`src/rtl/pipe_hold_ctrl_pkg.sv`:
```
// Purpose : shared FSM encoding, hold-source priority indices and a winner helper for pipe_hold_ctrl.
// Latency : n/a (declarations only).
// Backpressure: n/a.
package pipe_hold_ctrl_pkg;

    // FSM encoding, kept as plain constants so legacy tools can consume it.
    localparam logic [1:0] ST_RUN   = 2'd0;
    localparam logic [1:0] ST_FLUSH = 2'd1;
    localparam logic [1:0] ST_STALL = 2'd2;

    // Hold-source priority: lower index wins.
    localparam int HOLD_SRC_N     = 4;
    localparam int HOLD_IDX_JUMP  = 0;
    localparam int HOLD_IDX_CLINT = 1;
    localparam int HOLD_IDX_BUS   = 2;
    localparam int HOLD_IDX_EX    = 3;

    // Returned by hold_winner when no source is requesting.
    localparam logic [2:0] HOLD_SRC_NONE = 3'd4;

    // Index of the highest-priority active request, or HOLD_SRC_NONE.
    function automatic logic [2:0] hold_winner(input logic [HOLD_SRC_N-1:0] req);
        logic [2:0] win;
        win = HOLD_SRC_NONE;
        for (int i = HOLD_SRC_N - 1; i >= 0; i--) begin
            if (req[i]) begin
                win = 3'(i);
            end
        end
        return win;
    endfunction

endpackage

```
`src/rtl/pipe_hold_ctrl_if.sv`:
```
// Purpose : request/strobe bundle between the EX/bus/CLINT requesters and the pipeline hold controller.
// Latency : n/a (wires only).
// Backpressure: n/a; stall requests are levels, strobes are combinational from the controller.
// Ports   : slave = controller side (requests in, strobes out); master = requester/pipeline side.
interface pipe_hold_ctrl_if #(
    parameter int AW = 32
);
    logic          jump_req_i;
    logic [AW-1:0] jump_addr_i;
    logic          hold_ex_i;
    logic          hold_bus_i;
    logic          hold_clint_i;
    logic          jump_o;
    logic [AW-1:0] jump_addr_o;
    logic          pc_hold_o;
    logic          if_id_flush_o;
    logic          id_ex_flush_o;
    logic          busy_o;

    modport slave (
        input  jump_req_i, jump_addr_i, hold_ex_i, hold_bus_i, hold_clint_i,
        output jump_o, jump_addr_o, pc_hold_o, if_id_flush_o, id_ex_flush_o, busy_o
    );

    modport master (
        output jump_req_i, jump_addr_i, hold_ex_i, hold_bus_i, hold_clint_i,
        input  jump_o, jump_addr_o, pc_hold_o, if_id_flush_o, id_ex_flush_o, busy_o
    );
endinterface

```
`src/rtl/pipe_sat_cnt.sv`:
```
// Purpose : W-bit event counter that sticks at all-ones instead of wrapping.
// Latency : count visible one cycle after the inc_i cycle.
// Backpressure: none; inc_i is sampled every cycle.
// Ports   : clk, rst (sync, active-high, clears count), inc_i (count this cycle), cnt_o (current count).
module pipe_sat_cnt #(
    parameter int W = 32
) (
    input  logic         clk,
    input  logic         rst,
    input  logic         inc_i,
    output logic [W-1:0] cnt_o
);
    logic [W-1:0] cnt_q;
    logic [W-1:0] cnt_d;

    always_comb begin
        cnt_d = cnt_q;
        if (inc_i && (cnt_q != '1)) begin
            cnt_d = cnt_q + W'(1);
        end
    end

    always_ff @(posedge clk) begin
        if (rst) begin
            cnt_q <= '0;
        end else begin
            cnt_q <= cnt_d;
        end
    end

    assign cnt_o = cnt_q;
endmodule

```
`src/rtl/pipe_hold_ctrl.sv`:
```
// Purpose : central pipeline hold/flush controller; arbitrates EX redirects against EX/bus/CLINT stalls.
// Latency : all strobes are combinational in the request cycle; busy_o is registered (state != RUN).
// Backpressure: stalls hold the PC and bubble IF/ID and ID/EX; a redirect is never blocked by a stall.
// Ports   : clk, rst (sync, active-high); hc (slave modport of pipe_hold_ctrl_if).
//           With PIPE_HOLD_CTRL_PERF_EN defined: flush_cnt_o / stall_cnt_o saturating event counters.
module pipe_hold_ctrl
    import pipe_hold_ctrl_pkg::*;
#(
    parameter int AW        = 32,
    parameter int FLUSH_CYC = 2      // front-end flush window after a redirect, 1..15
) (
    input  logic              clk,
    input  logic              rst,
    pipe_hold_ctrl_if.slave   hc
`ifdef PIPE_HOLD_CTRL_PERF_EN
    ,
    output logic [31:0]       flush_cnt_o,
    output logic [31:0]       stall_cnt_o
`endif
);
    localparam int CW = $clog2(FLUSH_CYC + 1);
    localparam logic [CW-1:0] CNT_RELOAD = CW'(FLUSH_CYC - 1);

    logic [1:0]            state_q;
    logic [1:0]            state_d;
    logic [CW-1:0]         cnt_q;
    logic [CW-1:0]         cnt_d;

    logic [HOLD_SRC_N-1:0] req;
    logic [2:0]            winner;
    logic                  jump_acc;
    logic                  stall_any;
    logic                  state_after_win;

    logic                  jump_o;
    logic [AW-1:0]         jump_addr_o;
    logic                  pc_hold_o;
    logic                  flush_o;
    logic                  busy_o;

    // Request vector and arbitration.
    always_comb begin
        req                 = '0;
        req[HOLD_IDX_JUMP]  = hc.jump_req_i;
        req[HOLD_IDX_CLINT] = hc.hold_clint_i;
        req[HOLD_IDX_BUS]   = hc.hold_bus_i;
        req[HOLD_IDX_EX]    = hc.hold_ex_i;
        winner              = hold_winner(req);
        jump_acc            = (winner == 3'(HOLD_IDX_JUMP));
        stall_any           = hc.hold_ex_i | hc.hold_bus_i | hc.hold_clint_i;
        // Where the FSM lands once a flush window is over (or skipped).
        state_after_win     = stall_any;
    end

    // Next-state / flush-window counter.
    always_comb begin
        state_d = state_q;
        cnt_d   = cnt_q;
        if (jump_acc) begin
            // A redirect wins from any state and (re)opens the flush window.
            if (FLUSH_CYC > 1) begin
                state_d = ST_FLUSH;
                cnt_d   = CNT_RELOAD;
            end else begin
                state_d = state_after_win ? ST_STALL : ST_RUN;
                cnt_d   = '0;
            end
        end else begin
            case (state_q)
                ST_RUN: begin
                    state_d = stall_any ? ST_STALL : ST_RUN;
                end
                ST_FLUSH: begin
                    if (cnt_q == CW'(1)) begin
                        state_d = state_after_win ? ST_STALL : ST_RUN;
                        cnt_d   = '0;
                    end else begin
                        cnt_d   = cnt_q - CW'(1);
                    end
                end
                ST_STALL: begin
                    state_d = stall_any ? ST_STALL : ST_RUN;
                end
                default: begin
                    state_d = ST_RUN;
                    cnt_d   = '0;
                end
            endcase
        end
    end

    always_ff @(posedge clk) begin
        if (rst) begin
            state_q <= ST_RUN;
            cnt_q   <= '0;
        end else begin
            state_q <= state_d;
            cnt_q   <= cnt_d;
        end
    end

    // Output strobes. During reset the whole front end is held and bubbled
    // and no redirect escapes, so a stale jump cannot steer the fresh PC.
    always_comb begin
        jump_o      = 1'b0;
        jump_addr_o = '0;
        pc_hold_o   = 1'b0;
        flush_o     = 1'b0;
        busy_o      = 1'b0;
        if (rst) begin
            pc_hold_o = 1'b1;
            flush_o   = 1'b1;
        end else begin
            busy_o = (state_q != ST_RUN);
            if (jump_acc) begin
                jump_o      = 1'b1;
                jump_addr_o = hc.jump_addr_i;
                flush_o     = 1'b1;
            end
            case (state_q)
                ST_FLUSH: begin
                    flush_o   = 1'b1;
                    pc_hold_o = stall_any;
                end
                // RUN and STALL both follow the stall level combinationally:
                // RUN enters the hold in the request cycle, STALL releases it
                // in the first cycle the request drops.
                default: begin
                    if (stall_any) begin
                        pc_hold_o = 1'b1;
                        flush_o   = 1'b1;
                    end
                end
            endcase
        end
    end

    assign hc.jump_o        = jump_o;
    assign hc.jump_addr_o   = jump_addr_o;
    assign hc.pc_hold_o     = pc_hold_o;
    assign hc.if_id_flush_o = flush_o;
    assign hc.id_ex_flush_o = flush_o;
    assign hc.busy_o        = busy_o;

`ifdef PIPE_HOLD_CTRL_PERF_EN
    // Flush cycles: redirect cycle or inside the flush window.
    // Stall cycles: a stall is holding the pipe and no flush is in progress.
    logic flush_ev;
    logic stall_ev;

    always_comb begin
        flush_ev = jump_acc | (state_q == ST_FLUSH);
        stall_ev = stall_any & ~flush_ev;
    end

    pipe_sat_cnt #(.W(32)) u_flush_cnt (
        .clk   (clk),
        .rst   (rst),
        .inc_i (flush_ev),
        .cnt_o (flush_cnt_o)
    );

    pipe_sat_cnt #(.W(32)) u_stall_cnt (
        .clk   (clk),
        .rst   (rst),
        .inc_i (stall_ev),
        .cnt_o (stall_cnt_o)
    );
`endif

endmodule

```
`src/flat_wrapper.sv`:
```
// flat-port wrapper written by rule: the top's interface ports become plain ports
module pipe_hold_ctrl_flat import pipe_hold_ctrl_pkg::*;
#(
    parameter int AW        = 32,
    parameter int FLUSH_CYC = 2                                                       
)
  (clk, rst, hc_jump_req_i, hc_jump_addr_i, hc_hold_ex_i, hc_hold_bus_i, hc_hold_clint_i, hc_jump_o, hc_jump_addr_o, hc_pc_hold_o, hc_if_id_flush_o, hc_id_ex_flush_o, hc_busy_o);
  pipe_hold_ctrl_if #(.AW(AW)) hc_i ();
  input  logic clk;
  input  logic rst;
  input wire logic [$bits(hc_i.jump_req_i)-1:0] hc_jump_req_i;
  input wire logic [$bits(hc_i.jump_addr_i)-1:0] hc_jump_addr_i;
  input wire logic [$bits(hc_i.hold_ex_i)-1:0] hc_hold_ex_i;
  input wire logic [$bits(hc_i.hold_bus_i)-1:0] hc_hold_bus_i;
  input wire logic [$bits(hc_i.hold_clint_i)-1:0] hc_hold_clint_i;
  output wire logic [$bits(hc_i.jump_o)-1:0] hc_jump_o;
  output wire logic [$bits(hc_i.jump_addr_o)-1:0] hc_jump_addr_o;
  output wire logic [$bits(hc_i.pc_hold_o)-1:0] hc_pc_hold_o;
  output wire logic [$bits(hc_i.if_id_flush_o)-1:0] hc_if_id_flush_o;
  output wire logic [$bits(hc_i.id_ex_flush_o)-1:0] hc_id_ex_flush_o;
  output wire logic [$bits(hc_i.busy_o)-1:0] hc_busy_o;
  assign hc_i.jump_req_i = hc_jump_req_i;
  assign hc_i.jump_addr_i = hc_jump_addr_i;
  assign hc_i.hold_ex_i = hc_hold_ex_i;
  assign hc_i.hold_bus_i = hc_hold_bus_i;
  assign hc_i.hold_clint_i = hc_hold_clint_i;
  assign hc_jump_o = hc_i.jump_o;
  assign hc_jump_addr_o = hc_i.jump_addr_o;
  assign hc_pc_hold_o = hc_i.pc_hold_o;
  assign hc_if_id_flush_o = hc_i.if_id_flush_o;
  assign hc_id_ex_flush_o = hc_i.id_ex_flush_o;
  assign hc_busy_o = hc_i.busy_o;
  pipe_hold_ctrl #(.AW(AW), .FLUSH_CYC(FLUSH_CYC)) u_core (.clk(clk), .rst(rst), .hc(hc_i));
endmodule
```
`config.mk`:
```
export PLATFORM = sky130hd
export DESIGN_NAME = pipe_hold_ctrl_flat
export DESIGN_NICKNAME = d
export VERILOG_FILES = /design/src/rtl/pipe_hold_ctrl_pkg.sv /design/src/rtl/pipe_hold_ctrl_if.sv /design/src/rtl/pipe_sat_cnt.sv /design/src/rtl/pipe_hold_ctrl.sv /design/src/flat_wrapper.sv
export SDC_FILE = /design/constraint.sdc
export NUM_CORES = 1
export LEC_CHECK = 0
export CORE_MARGIN = 2
export CORE_UTILIZATION = 21
export DETAILED_ROUTE_END_ITERATION = 7
export PLACE_DENSITY = 0.8
export SLEW_MARGIN = 20
export SYNTH_ARGS = -nofsm -noshare
export SYNTH_HDL_FRONTEND = slang
export SYNTH_SLANG_ARGS = --single-unit
```
`constraint.sdc`:
```
create_clock -name clk -period 1.6 [get_ports clk]
set_clock_uncertainty 0.1 [all_clocks]
set_input_delay 0.24 -clock clk [delete_from_list [all_inputs] [get_ports clk]]
set_output_delay 0.24 -clock clk [all_outputs]
set_load 0.01 [all_outputs]
```
-- After elaboration in Yosys (flattened, before gate mapping)
Cells that the tools add are included.
- word-level logic and storage cells: 40
- register bits after elaboration: 4
- output and inout port bits: 37
- bits of input ports: 38
- reductions and logical operators: 5
- eq/ne operators: 6
- mux-type cells: 22
- bitwise operators: 2
- add/sub/neg operators: 1
- operators with widths (operator ; number):
    $mux 32 ; 2
    $mux 3 ; 4
    $mux 1 ; 11
    $pmux 2 s2 ; 2
    $mux 2 ; 3
    $eq 2x1->1 const B ; 2
    $ne 2x1->1 const B ; 2
    $reduce_or 2->1 ; 2
    $logic_not 3->1 ; 1
    $ne 3x1->1 const B ; 1
    $eq 2x2->1 const B ; 1
    $logic_not 2->1 ; 1
    $or 1x1->1 ; 2
    $reduce_bool 2->1 ; 1
    $sub 2x1->2 const B ; 1

-- Logic depth before layout (Yosys ltp)
- depth in word-level cells: 9
- gate-level depth with buffers: 4
- depth with buffers taken out: 4

-- Worst setup path before layout
OpenSTA, ideal clock, no wires.
- kind: register -> register
- from: register u_core.cnt_q[1]
- to: register u_core.cnt_q[0]
- cell stages (with the launch flop): 5
- required time: 1426 ps
- data arrival time: 1119 ps
- setup slack: 307 ps
- path buffers: 0
- period minus slack after synthesis: 1293 ps
- setup time: 74 ps
- cell sequence: dfxtp_1 inv_1 ha_1 or4b_1 a31oi_1
- longest elaborated chain between the ends: 4
- RTL lines (what ; RTL line ; RTL):
    start, declared ; pipe_hold_ctrl.sv:26 ; logic [CW-1:0] cnt_q;
    start signal, assigned ; pipe_hold_ctrl.sv:98 ; cnt_q <= cnt_d;
    $eq 2x1->1 ; pipe_hold_ctrl.sv:74 ; if (cnt_q == CW'(1)) begin
    $mux 2 ; pipe_hold_ctrl.sv:74 ;
    $pmux 2 s2 ; pipe_hold_ctrl.sv:69 ; case (state_q)
    $mux 1 ; pipe_hold_ctrl.sv:59 ; if (jump_acc) begin
No other way between the ends.
A chain may end at the register's enable or synchronous reset.

-- Worst setup path in the final report
- from: input rst
- to: output hc_jump_addr_o[0]
- longest elaborated chain between the ends: 1
- RTL lines (what ; RTL line ; RTL):
    start, declared ; flat_wrapper.sv:10 ; input logic rst;
    $mux 32 ; pipe_hold_ctrl.sv:110 ; if (rst) begin
    end, declared ; flat_wrapper.sv:17 ; output wire logic [$bits(hc_i.jump_addr_o)-1:0] hc_jump_addr_o;
No other way between the ends.

==> key figures <==
Routing
  – Post-route DRC violation count: 0
  – Number of vias per cell after detailed routing: 4.24
  – Total number of vias: 725
  – Post-detailed-route count of antenna-violating nets: 0
  – Count of TritonRoute iterations in the first routing pass: 4
  – Total Routed Length: 2240 µm
  – Initial DRC count: 1
  – Average routed wire per standard cell: 13.1 µm

Placement
  – Number of port buffers: 74
  – Post-placement cell count: 164
  – Routability cong.: 0.665
  – Half-perimeter wire length after detailed placement: 1810 µm

Worst setup path
  – Category of the most critical setup path: in2out
  – Crit path DAT: 1.25 ns
  – Category of the worst setup path launch point: input port
  – Worst R2R Setup Slack: 0.20 ns
  – Largest fanout of any net on the critical path: 14
  – Endpoint class of the critical path: output port
  – Required arrival time at the worst endpoint: 1.26 ns

Yosys
  – Top post-synthesis cells by count: 32 x sky130_fd_sc_hd__and2_1, 4 x sky130_fd_sc_hd__dfxtp_1, 4 x sky130_fd_sc_hd__nand2b_1
  – Area leader, netlist: sky130_fd_sc_hd__and2_1
  – Synthesized instance count: 61
  – Area share of the largest cell type after synthesis: 45.8%
  – Area contributors post-synth: sky130_fd_sc_hd__and2_1 46%, sky130_fd_sc_hd__dfxtp_1 18%, sky130_fd_sc_hd__nand2b_1 5.7%
  – Flops & latches, synth: 4
  – Most used standard cell by instance count after synthesis: sky130_fd_sc_hd__and2_1
  – Unique cell type count in the Yosys netlist: 20
  – Syn nets: 100
  – Number of flops mapped to enable cells by yosys: 0
  – Top FF cell, synth: sky130_fd_sc_hd__dfxtp_1
  – Share of the yosys chip area belonging to registers: 18.3%
  – Proportion of register bits with asynchronous set or reset after synthesis: 0%
  – Warnings from Yosys: 0
  – Cell area after synthesis: 437 µm²
  – Syn_area_per_cell: 7.16 µm²

Finish
  – Share of layout cells above drive strength 1: 27.8%
  – Layout Cells excl Fill: 171
  – # fillers: 211
  – Seq. cell area: 80.1 µm²
  – Count of antenna diodes in the layout: 0
  – Layout net count: 185
  – Area grow syn2layout: 171%
  – Area of the multi-input gates: 339 µm²

STA
  – Final count of hold timing violations: 0
  – Unrepaired setup endpoints after global routing: yes
  – Share of the clock period used by the worst path: 99.2%
  – Slew at the pin with the worst max-slew slack: 0.302 ns
  – Maximum clock frequency: 630 MHz
  – Relative slew slack: 79.4%
  – Final total negative setup slack: 0 ns
  – Max-slew violation count: 0
  – Min cycle time layout: 1.59 ns
  – Number of endpoints failing setup at the final stage: 0

Clock network
  – Cts bufs inserted: 3
  – CTS tree: done
  – Number of clock sinks: 4
  – Clock Tree Buf Depth: 2
  – Number of H-tree branching levels: 1
  – Clock Pin Slew Worst Setup and Hold Paths: 0.04 ns
  – Clock tree root buffer cell: sky130_fd_sc_hd__clkbuf_4
  – Hold_buf cts: 0
  – Clock latency on the worst-skew pair: 0.24 ns

GRT
  – Pin count of the biggest net entering global routing: 15
  – Initial antenna violation count: 0
  – All-Layer GR Usage: 19.6%
  – Vias in the first global route: 822
  – Global-route congestion overflow total: 0
  – Wire length of the first global-routing pass: 3550 µm

Pwr
  – Static leakage power: 0.000565 µW
  – Largest voltage drop on the vdd net: 0.250 mV
  – Cell Pwr Density: 401 nW/µm²

Floorplan
  – Area of the die: 2460 µm²
  – Total core area: 1960 µm²
  – Die X-Extent: 49.6 µm
  – Number of primary I/O pins: 75
  – Initial core utilization: 22.3%
  – Cell Rows: 16
  – Die height: 49.6 µm

Run status
  – Result of the run: completed

Job
  – Reported max-cap violation count: 0

Min path
  – Worst hold path class: in2reg
## routing by layer
metal,track usage [%],vias up,wire length [µm]
li1,-,359,-
met1,16.8,323,659
met2,40.0,39,1370
met3,6.36,4,183
met4,8.33,0,27
met5,0,-,0
## cells by family after synthesis
family                   Yosys count  share of synthesized area [%]
adder cells (fa/ha/maj)            1                           2.86
AO/OA/AOI/OAI                      4                           6.30
AND/OR/NAND/NOR                   46                           66.2
buffers and inverters              6                           6.30
flip-flops                         4                           18.3
## where the power goes
part / switching [µW] / leakage, µW / internal (µW)
Clock: 42.7 / 0.0000138 / 84.0
Sequential: 4.69 / 0.0000331 / 107
Combinational: 81.1 / 0.000518 / 155
Total: 128 / 0.000565 / 345
## layout make-up
type	instances	share of cell area [%]
Timing Repair Buffer	84	59.2
Clock buffer	3	1.90
Sequential cell	4	6.77
Tap cell	27	2.86
Multi-Input combinational cell	51	28.7
Inverter	2	0.635
## layout by cell type (no fill, tap or decap), drive strengths merged
| cell | n |
|---|---|
| inv | 2 |
| nand3b | 1 |
| a21boi | 1 |
| nor2 | 3 |
| or4b | 1 |
| ha | 1 |
| a21oi | 1 |
| a31oi | 1 |
| or3b | 1 |
| a2111oi | 1 |
| dfxtp | 4 |
| clkdlybuf4s50 | 35 |
| or2b | 1 |
| nand2b | 4 |
| nor3 | 1 |
| clkdlybuf4s15 | 9 |
| and2 | 32 |
| clkbuf | 24 |
| dlygate4sd2 | 5 |
| buf | 14 |
| nor2b | 1 |
| nand3 | 1 |
## critical path: stages
cell and delay, ns:
sky130_fd_sc_hd__dlygate4sd2_1 0.27, sky130_fd_sc_hd__nor2b_4 0.20, sky130_fd_sc_hd__buf_6 0.16, sky130_fd_sc_hd__and2_1 0.13
sky130_fd_sc_hd__clkdlybuf4s15_1 0.24
## through the flow
step / hold WS [ns] / total power, µW / util [%] / instance area [µm²] / setup WS [ns]
3_5_place_dp: 0.377 / 365 / 63.0 / 1240 / -0.498
6_report: 0.339 / 474 / 60.3 / 1180 / 0.0132
3_3_place_gp: 0.366 / 361 / 63.0 / 1240 / -0.476
5_1_grt: 0.361 / 508 / 60.3 / 1180 / -0.0730
4_1_cts: 0.316 / 482 / 64.1 / 1260 / -0.0916
2_1_floorplan: 0.209 / 185 / - / 437 / 0.307
## final timing paths
| path | depth (start not counted) | end | from |
|---|---|---|---|
| worst max-delay path | 5 | hc_jump_addr_o[0] | rst |
| worst min-delay path | 3 | u_core.state_q[1] | hc_jump_req_i |
| worst max register to register | 4 | u_core.cnt_q[0] | u_core.cnt_q[1] |
| worst min register to register | 2 | u_core.cnt_q[1] | u_core.cnt_q[1] |
## timing repair
action	4_1_cts	5_1_grt
endpoints found under the setup margin	37	33
pin swaps	1	2
gates cloned	2	0
gates resized for setup	56	53
setup buffers	2	0
## registers in the layout, summed over array words and instances, names as in the netlist
signal / cells
u_core.cnt_q: 2
u_core.state_q: 2
No activity file was read; power rests on OpenSTA's default activity.
